**config.mk**
```make
export PLATFORM = sky130hd
export DESIGN_NAME = gen_scheduler
export DESIGN_NICKNAME = d
export VERILOG_FILES = /design/src/rtl/gen_scheduler.sv
export SDC_FILE = /design/constraint.sdc
export NUM_CORES = 1
export LEC_CHECK = 0
export CAP_MARGIN = 20
export CORE_MARGIN = 4
export CORE_UTILIZATION = 48
export DETAILED_ROUTE_END_ITERATION = 10
export GPL_TIMING_DRIVEN = 0
export HOLD_SLACK_MARGIN = 0.1
export PLACE_DENSITY = 0.95
export SYNTH_ARGS = -nofsm -noshare
export SYNTH_HDL_FRONTEND = slang
export SYNTH_SLANG_ARGS = --single-unit
```
**constraint.sdc**
```tcl
create_clock -name clk_i -period 3.23 [get_ports clk_i]
set_input_delay 0.969 -clock clk_i [delete_from_list [all_inputs] [get_ports clk_i]]
set_output_delay 0.969 -clock clk_i [all_outputs]
set_load 0.01 [all_outputs]
```
**src/rtl/gen_scheduler.sv**
```systemverilog
// Round-robin sequencer for en/valid/out value generators: starts one generator per slot,
// captures or times out its answer, dwells, then advances. Optional build macro GEN_SKIP_MASK_EN.
module gen_scheduler #(
    parameter  int N_GEN   = 4,
    parameter  int WIDTH   = 16,
    parameter  int TIMEOUT = 255,
    parameter  int DWELL   = 10,
    localparam int SELW    = $clog2(N_GEN)
) (
    input  logic                   clk_i,
    input  logic                   rst_i,
    input  logic                   run_i,
    output logic [N_GEN-1:0]       gen_en_o,
    input  logic [N_GEN-1:0]       gen_valid_i,
    input  logic [N_GEN*WIDTH-1:0] gen_data_i,
`ifdef GEN_SKIP_MASK_EN
    input  logic [N_GEN-1:0]       gen_mask_i,
`endif
    output logic [SELW-1:0]        cur_sel_o,
    output logic [WIDTH-1:0]       out_data_o,
    output logic                   out_valid_o,
    output logic                   tmo_pulse_o,
    output logic [7:0]             err_cnt_o
);

    localparam int TW = (TIMEOUT > 1) ? $clog2(TIMEOUT) : 1;
    localparam int DW = (DWELL > 1) ? $clog2(DWELL) : 1;

    localparam logic [1:0] ST_IDLE  = 2'd0;
    localparam logic [1:0] ST_START = 2'd1;
    localparam logic [1:0] ST_WAIT  = 2'd2;
    localparam logic [1:0] ST_DWELL = 2'd3;

    localparam logic [N_GEN-1:0] EN_BASE = {{(N_GEN-1){1'b0}}, 1'b1};

    logic [1:0]       state_q, state_d;
    logic [SELW-1:0]  sel_q, sel_d;
    logic [TW-1:0]    wait_q, wait_d;
    logic [DW-1:0]    dwell_q, dwell_d;
    logic [WIDTH-1:0] out_data_q, out_data_d;
    logic             out_valid_q, out_valid_d;
    logic             tmo_q, tmo_d;
    logic [7:0]       err_q, err_d;
    logic [N_GEN-1:0] gen_en_q, gen_en_d;

    logic             sel_valid_s;
    logic [WIDTH-1:0] sel_data_s;
    logic [SELW-1:0]  adv_sel_s;
    logic             adv_go_s;
    logic [SELW-1:0]  idle_sel_s;
    logic             idle_go_s;

`ifdef GEN_SKIP_MASK_EN
    // First index with its mask bit set, scanning forward from sel (wrapping); MSB = found.
    function automatic logic [SELW:0] pick_next(input logic [SELW-1:0] sel,
                                                input logic [N_GEN-1:0] mask,
                                                input logic             incl_self);
        logic            found;
        logic [SELW-1:0] res;
        int              idx;
        found = 1'b0;
        res   = sel;
        for (int off = 0; off <= N_GEN; off++) begin
            idx = int'(sel) + off;
            idx = (idx >= N_GEN) ? idx - N_GEN : idx;
            if (!found && ((off != 0) || incl_self) && mask[SELW'(idx)]) begin
                found = 1'b1;
                res   = SELW'(idx);
            end
        end
        return {found, res};
    endfunction

    logic [SELW:0] adv_pick_s;
    logic [SELW:0] idle_pick_s;

    // Slot selection honouring the skip mask; masked-off everything keeps the FSM idle.
    always_comb begin
        adv_pick_s  = pick_next(sel_q, gen_mask_i, 1'b0);
        idle_pick_s = pick_next(sel_q, gen_mask_i, 1'b1);
        adv_sel_s   = adv_pick_s[SELW] ? adv_pick_s[SELW-1:0] : sel_q;
        adv_go_s    = run_i && adv_pick_s[SELW];
        idle_sel_s  = idle_pick_s[SELW] ? idle_pick_s[SELW-1:0] : sel_q;
        idle_go_s   = run_i && idle_pick_s[SELW];
    end
`else
    // Plain round-robin selection: every index in order.
    always_comb begin
        adv_sel_s  = (sel_q == SELW'(N_GEN - 1)) ? {SELW{1'b0}} : sel_q + SELW'(1);
        adv_go_s   = run_i;
        idle_sel_s = sel_q;
        idle_go_s  = run_i;
    end
`endif

    // Valid and data of the generator owning the slot; other generators are ignored.
    always_comb begin
        sel_valid_s = 1'b0;
        sel_data_s  = {WIDTH{1'b0}};
        for (int i = 0; i < N_GEN; i++) begin
            sel_valid_s = (sel_q == SELW'(i)) ? gen_valid_i[i] : sel_valid_s;
            sel_data_s  = (sel_q == SELW'(i)) ? gen_data_i[i*WIDTH +: WIDTH] : sel_data_s;
        end
    end

    // Slot FSM next state; valid beats timeout when both land on the last WAIT cycle.
    always_comb begin
        state_d     = state_q;
        sel_d       = sel_q;
        wait_d      = wait_q;
        dwell_d     = dwell_q;
        out_data_d  = out_data_q;
        out_valid_d = 1'b0;
        tmo_d       = 1'b0;
        err_d       = err_q;
        case (state_q)
            ST_IDLE: begin
                if (idle_go_s) begin
                    state_d = ST_START;
                    sel_d   = idle_sel_s;
                end else begin
                    state_d = ST_IDLE;
                end
            end
            ST_START: begin
                state_d = ST_WAIT;
                wait_d  = {TW{1'b0}};
            end
            ST_WAIT: begin
                if (sel_valid_s) begin
                    out_data_d  = sel_data_s;
                    out_valid_d = 1'b1;
                    dwell_d     = {DW{1'b0}};
                    state_d     = ST_DWELL;
                end else if (wait_q == TW'(TIMEOUT - 1)) begin
                    tmo_d   = 1'b1;
                    err_d   = (err_q == 8'hFF) ? err_q : err_q + 8'd1;
                    sel_d   = adv_sel_s;
                    state_d = adv_go_s ? ST_START : ST_IDLE;
                end else begin
                    wait_d = wait_q + TW'(1);
                end
            end
            ST_DWELL: begin
                if (dwell_q == DW'(DWELL - 1)) begin
                    sel_d   = adv_sel_s;
                    state_d = adv_go_s ? ST_START : ST_IDLE;
                end else begin
                    dwell_d = dwell_q + DW'(1);
                end
            end
            default: begin
                state_d = ST_IDLE;
            end
        endcase
        gen_en_d = (state_d == ST_START) ? (EN_BASE << sel_d) : {N_GEN{1'b0}};
    end

    // State and output registers with synchronous reset.
    always_ff @(posedge clk_i) begin
        if (rst_i) begin
            state_q     <= ST_IDLE;
            sel_q       <= {SELW{1'b0}};
            wait_q      <= {TW{1'b0}};
            dwell_q     <= {DW{1'b0}};
            out_data_q  <= {WIDTH{1'b0}};
            out_valid_q <= 1'b0;
            tmo_q       <= 1'b0;
            err_q       <= 8'd0;
            gen_en_q    <= {N_GEN{1'b0}};
        end else begin
            state_q     <= state_d;
            sel_q       <= sel_d;
            wait_q      <= wait_d;
            dwell_q     <= dwell_d;
            out_data_q  <= out_data_d;
            out_valid_q <= out_valid_d;
            tmo_q       <= tmo_d;
            err_q       <= err_d;
            gen_en_q    <= gen_en_d;
        end
    end

    assign gen_en_o    = gen_en_q;
    assign cur_sel_o   = sel_q;
    assign out_data_o  = out_data_q;
    assign out_valid_o = out_valid_q;
    assign tmo_pulse_o = tmo_q;
    assign err_cnt_o   = err_q;

endmodule

```
==> results of run 1 <==
state kept, by name (all words and copies together), names as in the netlist:
signal and flops:
out_valid_o 1, out_data_o 16, gen_en_o 4, state_q 2, err_cnt_o 8, wait_q 8, cur_sel_o 2, dwell_q 4
tmo_pulse_o 1
stage by stage:
| step | area [sq um] | worst slack (ns) |
|---|---|---|
| 5_1_grt | 3870 | 0.486 |
| 3_5_place_dp | 3790 | 0.270 |
| 4_1_cts | 3870 | 0.592 |
| 6_report | 3870 | 0.586 |
| 3_3_place_gp | 3790 | 0.337 |
| 2_1_floorplan | 2680 | 0.953 |
placed cells by master, fill, tap and decap left out, types with 3 or more instances in the layout:
cell | netlist | routed
a211oi_1 | 16 | 16
a21oi_1 | 33 | 33
a221oi_1 | 17 | 17
and3_1 | 3 | 3
buf_2 | 6 | 6
clkbuf_1 | 14 | 15
clkbuf_8 | 0 | 5
clkdlybuf4s50_1 | 0 | 102
dfxtp_1 | 46 | 46
ha_1 | 12 | 12
inv_1 | 13 | 13
nand2_1 | 17 | 17
nand3_1 | 6 | 6
nand4_1 | 5 | 5
nor2_1 | 24 | 24
nor2b_1 | 20 | 20
nor3_1 | 19 | 19
o21ai_0 | 15 | 15
or3_1 | 12 | 12
or4_1 | 4 | 4
kinds of logic (layout without fill, tap and decap cells):
family,Yosys count,in the layout,share of synthesized area
DFF,46,46,0.344
and+or+nand+nor,127,127,0.271
adders and majority gates,12,12,0.0560
buffers and inverters,36,146,0.0560
xor gates and xnor gates,2,2,0.00654
muxes,3,3,0.0126
AOI/OAI and AO/OA,99,99,0.254
cells in the mapped netlist (2+ instances only):
master	count	share of area
o21ai_0	15	0.028
nand4_1	5	0.012
inv_1	13	0.018
a21oi_1	33	0.062
o21ai_1	2	0.0037
a211oi_1	16	0.045
a31oi_1	2	0.0047
ha_1	12	0.056
nand3_1	6	0.011
buf_1	2	0.0028
a221oi_1	17	0.056
dfxtp_1	46	0.34
and4_1	2	0.0065
and2_1	2	0.0047
a211oi_2	2	0.0093
clkbuf_1	14	0.020
or4_1	4	0.011
o21a_1	2	0.0056
nor2b_1	20	0.047
nor3_1	19	0.035
and3_1	3	0.0070
buf_2	6	0.011
nor2_1	24	0.034
or3_1	12	0.028
mux2i_1	2	0.0075
nor4_1	2	0.0047
nand2_1	17	0.024
worst paths after layout:
check                                    start             end  slack, ns
worst max-delay path            gen_valid_i[0]      dwell_q[3]       0.59
worst max register to register    cur_sel_o[1]  out_data_o[10]       0.71
worst min register to register       wait_q[1]       wait_q[1]       0.49
worst min-delay path                 wait_q[1]       wait_q[1]       0.49
worst reg2reg max path, stage by stage, from the launching register on:
cell and delay [ns]:
dfxtp_1 0.48, inv_1 0.11, ha_1 0.20, buf_6 0.14, nor2b_1 0.10, clkbuf_1 0.26, clkbuf_1 0.39, a221oi_1 0.15
nor3_1 0.28, a21oi_1 0.08, a211oi_1 0.26
layout make-up:
cell class	instances	area share
multi-input cells	243	0.415
flip-flops and latches	46	0.238
repair buffers	102	0.263
clock buffers	6	0.0187
plain buffers	23	0.0262
inverters	13	0.0126
clock inverters	2	0.00355
well taps	70	0.0226
layer usage:
layer,wire length (microns),GRT usage
met1,3260,0.270
met2,4090,0.447
met3,657,0.0651
met4,213,0.0850
met5,0,0
power groups by stage:
stage / clock (mW) / combinational [mW] / sequential [mW]
global route: 0.379 / 0.266 / 0.593
global placement: 0 / 0.236 / 0.603
floorplan: 0 / 0.0986 / 0.609
finish: 0.345 / 0.243 / 0.590
detailed placement: 0 / 0.242 / 0.604
CTS: 0.351 / 0.243 / 0.590
==> key figures, run 1 <==
Flow run
  • Max-Cap Viols: 0

Timing
  • Post-layout minimum cycle time: 2.64 ns
  • Final Hold Fails: 0
  • Final Setup Violations: 0
  • Worst relative slew slack: 0.671
  • Final hold slack: 0.494 ns
  • Setup Skew: 0.00632 ns
  • Tcrit/Tclk final: 0.819
  • Setup_tns: 0 ns
  • Unrepaired setup endpoints after global routing: false
  • Worst-Margin Slew: 0.494 ns
  • Fmax: 378 MHz
  • Final Max Slew Viols: 0

Synthesis
  • Post-Syn Nets: 408
  • Sequential area share after synthesis: 0.344
  • Post-synth EDFFs: 0
  • Netlist cell types: 52
  • Synth Warn #: 0
  • Synth Instances: 325
  • Yosys reg bits: 46
  • Cell Area, Synth: 0.00268 sq mm
  • Primary FF master, synth: dfxtp_1
  • Ys async rst share: 0
  • Syn Area/Cell: 8.25 sq um

Setup path
  • Crit path required time: 3.45 ns
  • Worst Path Max Fanout: 8
  • Worst R2R Path Depth: 10
  • Worst path cell trace: clkdlybuf4s50_1, nand3b_4, a211oi_4, mux2i_2, or4_1, a221oi_2
  • Crit start category: input pin
  • Setup crit end kind: flip-flop
  • Critical path's largest stage delay: 0.53 ns
  • Crit path depth: 6
  • CP arrival: 2.86 ns
  • Crit path max-delay cell type: or4_1
  • WS Path Type: input pin to flip-flop
  • Worst path buffer plus inverter count: 1
  • Family with the most delay on the worst path: simple AND/OR/NAND/NOR gates

Clock tree
  • CTS tree: yes
  • # resized after CTS: 0
  • CTS sink cnt: 46
  • CTS H-tree depth: 2
  • Clk Latency, worst-skew pair: 0.30 ns
  • Post-CTS setup buffers: 0
  • CTS Root Cell: clkbuf_8
  • Inserted Clock Buffers: 5
  • Clock transition at path regs: 0.08 ns
  • Clk buf depth: 2
  • CTS Hold Bufs: 0

Layout
  • Fill count: 401
  • Final nets: 517
  • Non-Filler Instances: 505
  • Final design utilization: 0.735
  • Area of the multi-input gates: 0.00161 sq mm
  • Layout cells sized above 1: 0.0667
  • Register area: 921 sq um
  • Area grow syn2layout: 44.6%
  • Ant diodes: 0

Route
  • Via Count: 2912
  • DRC Markers: 0
  • Detailed-router iteration count before antenna repair: 4
  • DRT iter0 DRCs: 152
  • Routed WL per cell: 16.3 microns
  • DR vias/cell: 5.77
  • Wirelength, routed: 8210 microns
  • DRT antenna net count: 0

Floorplan
  • Io pins: 103
  • Core ar.: 0.00527 sq mm
  • Initial Utilization: 0.509
  • Core Rows: 26
  • Die ar.: 0.00684 sq mm
  • Die H: 82.7 microns
  • Die width: 82.7 microns

Power
  • Power per cell area: 304 mW/mm^2
  • Peak VDD IR: 0.334 mV
  • Pint: 0.873 mW
  • Sw Share: 0.260
  • Total power: 1.18 mW
  • Clock group share of total power: 0.293
  • Reg power frac: 0.501
  • Combinational power share: 0.206
  • Switch Pwr: 0.306 mW
  • LEAKAGE: 1.33 nW

GRT
  • Largest net degree at the start of global routing: 15
  • Congestion Overflow GR: 0
  • Initial antenna violation count: 0
  • Global-route wire length before repair: 12900 microns
  • GRT Util Overall: 0.244
  • Vias in the first global route: 2854

Min path
  • Hold path cells: 2
  • Hold WC Path Type: flip-flop to flip-flop

Place
  • Final HPWL from detailed placement: 6480 microns
  • Placed Cells: 497
  • IO buf count: 102
  • Routability-driven placement congestion ratio: 0.902

Status
  • Outcome: finished clean
Note: power is estimated with default switching activity, not from simulation.
==> inputs of run 2 (changes only) <==
Settings changed: CORE_UTILIZATION 48 to 40, PLACE_DENSITY 0.95 to 0.89.
Clock period 3.23 ns to 2.4 ns, I/O delays scaled along.
==> run 2 against run 1 <==
- the run now ends with negative setup slack left
- die area increased by 18%
- sequential power increased by 35%
- clock skew increased by 0.0093 ns
- setup slack got worse by 0.59 ns
- cell count increased by 2.2%
- non-clock buffer count increased by 4
- highest routed layer unchanged
- largest power group unchanged
- sequential cell count unchanged
- register-to-register slack got worse by 0.68 ns
- core utilization decreased by 11 points
- via count increased by 4.9%
- combinational power increased by 42%
==> key figures, run 2 (synthesized netlist as in run 1, its figures left out) <==
Setup path
  • Worst Path Max Fanout: 7 (-1)
  • WS Path Type: input pin to flip-flop
  • CP arrival: 2.64 ns (-0.22 ns)
  • Crit path required time: 2.63 ns (-0.82 ns)
  • Setup crit end kind: flip-flop
  • Crit start category: input pin

Route
  • DR vias/cell: 5.92 (+2.6%)
  • DRC Markers: 0 (unchanged)
  • Via Count: 3054 (+4.9%)
  • DRT iter0 DRCs: 162 (+6.6%)
  • Wirelength, routed: 8980 microns (+9.3%)
  • Routed WL per cell: 17.4 microns (+7.0%)
  • Detailed-router iteration count before antenna repair: 5 (+1)
  • DRT antenna net count: 0 (unchanged)

Timing
  • Final Max Slew Viols: 0 (unchanged)
  • Tcrit/Tclk final: 1.00
  • Final Hold Fails: 0 (unchanged)
  • Setup Skew: 0.0156 ns (+0.00926 ns)
  • Setup_tns: -0.00840 ns (-0.00840 ns)
  • Worst-Margin Slew: 0.534 ns (+0.0404 ns)
  • Fmax: 415 MHz
  • Post-layout minimum cycle time: 2.41 ns
  • Worst relative slew slack: 0.640 (-0.0302)
  • PnR worst setup slack: -0.00840 ns (-0.594 ns)
  • Final Setup Violations: 1 (+1)

Power
  • Combinational power share: 0.199 (-0.007)
  • Switch Pwr: 0.442 mW (+44%)
  • Sw Share: 0.256 (-0.00371)
  • Peak VDD IR: 0.240 mV (-28%)
  • LEAKAGE: 1.38 nW (+4.1%)
  • Reg power frac: 0.460 (-0.041)
  • Total power: 1.73 mW (+46%)
  • Power per cell area: 430 mW/mm^2 (+41%)
  • Pint: 1.28 mW (+47%)
  • Clock group share of total power: 0.341 (+0.048)

Floorplan
  • Die H: 89.9 microns (+8.6%)
  • Core Rows: 29 (+12%)
  • Core ar.: 0.00642 sq mm (+22%)
  • Initial Utilization: 0.417 (-0.0912)
  • Die ar.: 0.00807 sq mm (+18%)
  • Io pins: 103 (unchanged)
  • Die width: 89.9 microns (+8.6%)

Layout
  • Final nets: 521 (+0.77%)
  • Max reg flops: 16 (unchanged)
  • Final design utilization: 0.626 (-0.110)
  • Non-Filler Instances: 516 (+2.2%)
  • Ant diodes: 0 (unchanged)
  • Most common cell after layout, fill and taps aside: clkdlybuf4s50_1
  • Most frequent cells in the layout: clkdlybuf4s50_1, dfxtp_1, a21oi_1
  • Layout cells sized above 1: 0.0957 (+0.0290)
  • Area grow syn2layout: 49.9%

Flow run
  • Max-Cap Viols: 0 (unchanged)

GRT
  • Congestion Overflow GR: 0 (unchanged)
  • Global-route wire length before repair: 14300 microns (+10%)
  • Vias in the first global route: 2908 (+1.9%)
  • GRT Util Overall: 0.213 (-0.0308)
  • Largest net degree at the start of global routing: 16 (+1)
  • Initial antenna violation count: 0 (unchanged)

Place
  • Final HPWL from detailed placement: 6670 microns (+2.9%)
  • IO buf count: 102 (unchanged)
  • Routability-driven placement congestion ratio: 0.911 (+1.1%)
  • Placed Cells: 504 (+1.4%)

Clock tree
  • Clk Latency, worst-skew pair: 0.32 ns (+0.02 ns)
  • CTS Root Cell: clkbuf_8
  • CTS Hold Bufs: 0 (unchanged)
  • Clk buf depth: 2 (unchanged)
  • CTS H-tree depth: 2 (unchanged)
  • Clock transition at path regs: 0.09 ns (about the same)
  • CTS sink cnt: 46 (unchanged)
  • Inserted Clock Buffers: 5 (unchanged)
  • CTS tree: yes

Min path
  • Hold WC Path Type: flip-flop to flip-flop

Status
  • Outcome: complete, but fails checks
  • Failing checks: negative setup slack
run 2: cell types whose count changed in the layout (fill, tap and decap cells not counted), moves of 2 or more:
cell | before | now
dfxtp_1 | 46 | 44
buf_4 | 0 | 5
buf_2 | 6 | 4
buf_6 | 1 | 3
clkinvlp_4 | 0 | 2
clkbuf_1 | 15 | 13
run 2: metal layers:
layer | GRT usage | vias to the layer above | share of wire
met5 | 0 | - | 0
met4 | 0.0765 | 0 | 0.025
met3 | 0.0526 | 27 | 0.082
met2 | 0.363 | 153 | 0.49
met1 | 0.262 | 1444 | 0.40
li1 | - | 1430 | -
run 2: layout make-up:
class	count	area, sq um
Buffer	23	119
Tap cell	77	96.3
Fill cell	509	2400
Clock inverter	3	45.0
Sequential cell	46	926
Inverter	13	48.8
Multi-Input combinational cell	243	1660
Timing Repair Buffer	106	1050
Clock buffer	5	68.8
run 2: critical path, stage by stage:
cell             delay [ns]
clkdlybuf4s50_1        0.51
a211oi_4               0.09
a211oi_4               0.39
mux2i_4                0.17
buf_4                  0.17
or4_1                  0.43
a21oi_1                0.15
run 2: power by group through the flow:
stage | clock (mW) | combinational, mW | sequential [mW]
global route | 0.613 | 0.373 | 0.796
finish | 0.589 | 0.344 | 0.794
CTS | 0.590 | 0.331 | 0.795
detailed placement | 0 | 0.327 | 0.813
global placement | 0 | 0.321 | 0.812
floorplan | 0 | 0.133 | 0.819
run 2: stage by stage:
stage | hold WS (ns) | cell area [sq um] | worst slack (ns)
2_1_floorplan | 0.461 | 2680 | 0.210
3_3_place_gp | 0.480 | 3800 | -0.274
3_5_place_dp | 0.491 | 3800 | -0.324
4_1_cts | 0.503 | 3920 | 0.00367
5_1_grt | 0.532 | 4020 | -0.0578
6_report | 0.501 | 4020 | -0.00840
run 2: timing repair:
action | CTS | global route
setup buffers | 0 | 4
setup endpoints to repair | 15 | 17
pin swaps | 1 | 3
gates resized for setup | 5 | 17
run 2: path summary, 6_finish.rpt:
check | cells past startpoint | slack, ns | end | startpoint
setup / recovery | 7 | -0.008 | dwell_q[0] | gen_valid_i[1]
hold / removal | 2 | 0.50 | out_data_o[12] | out_data_o[12]
setup reg to reg | 9 | 0.03 | dwell_q[0] | cur_sel_o[1]
hold reg to reg | 2 | 0.50 | out_data_o[12] | out_data_o[12]
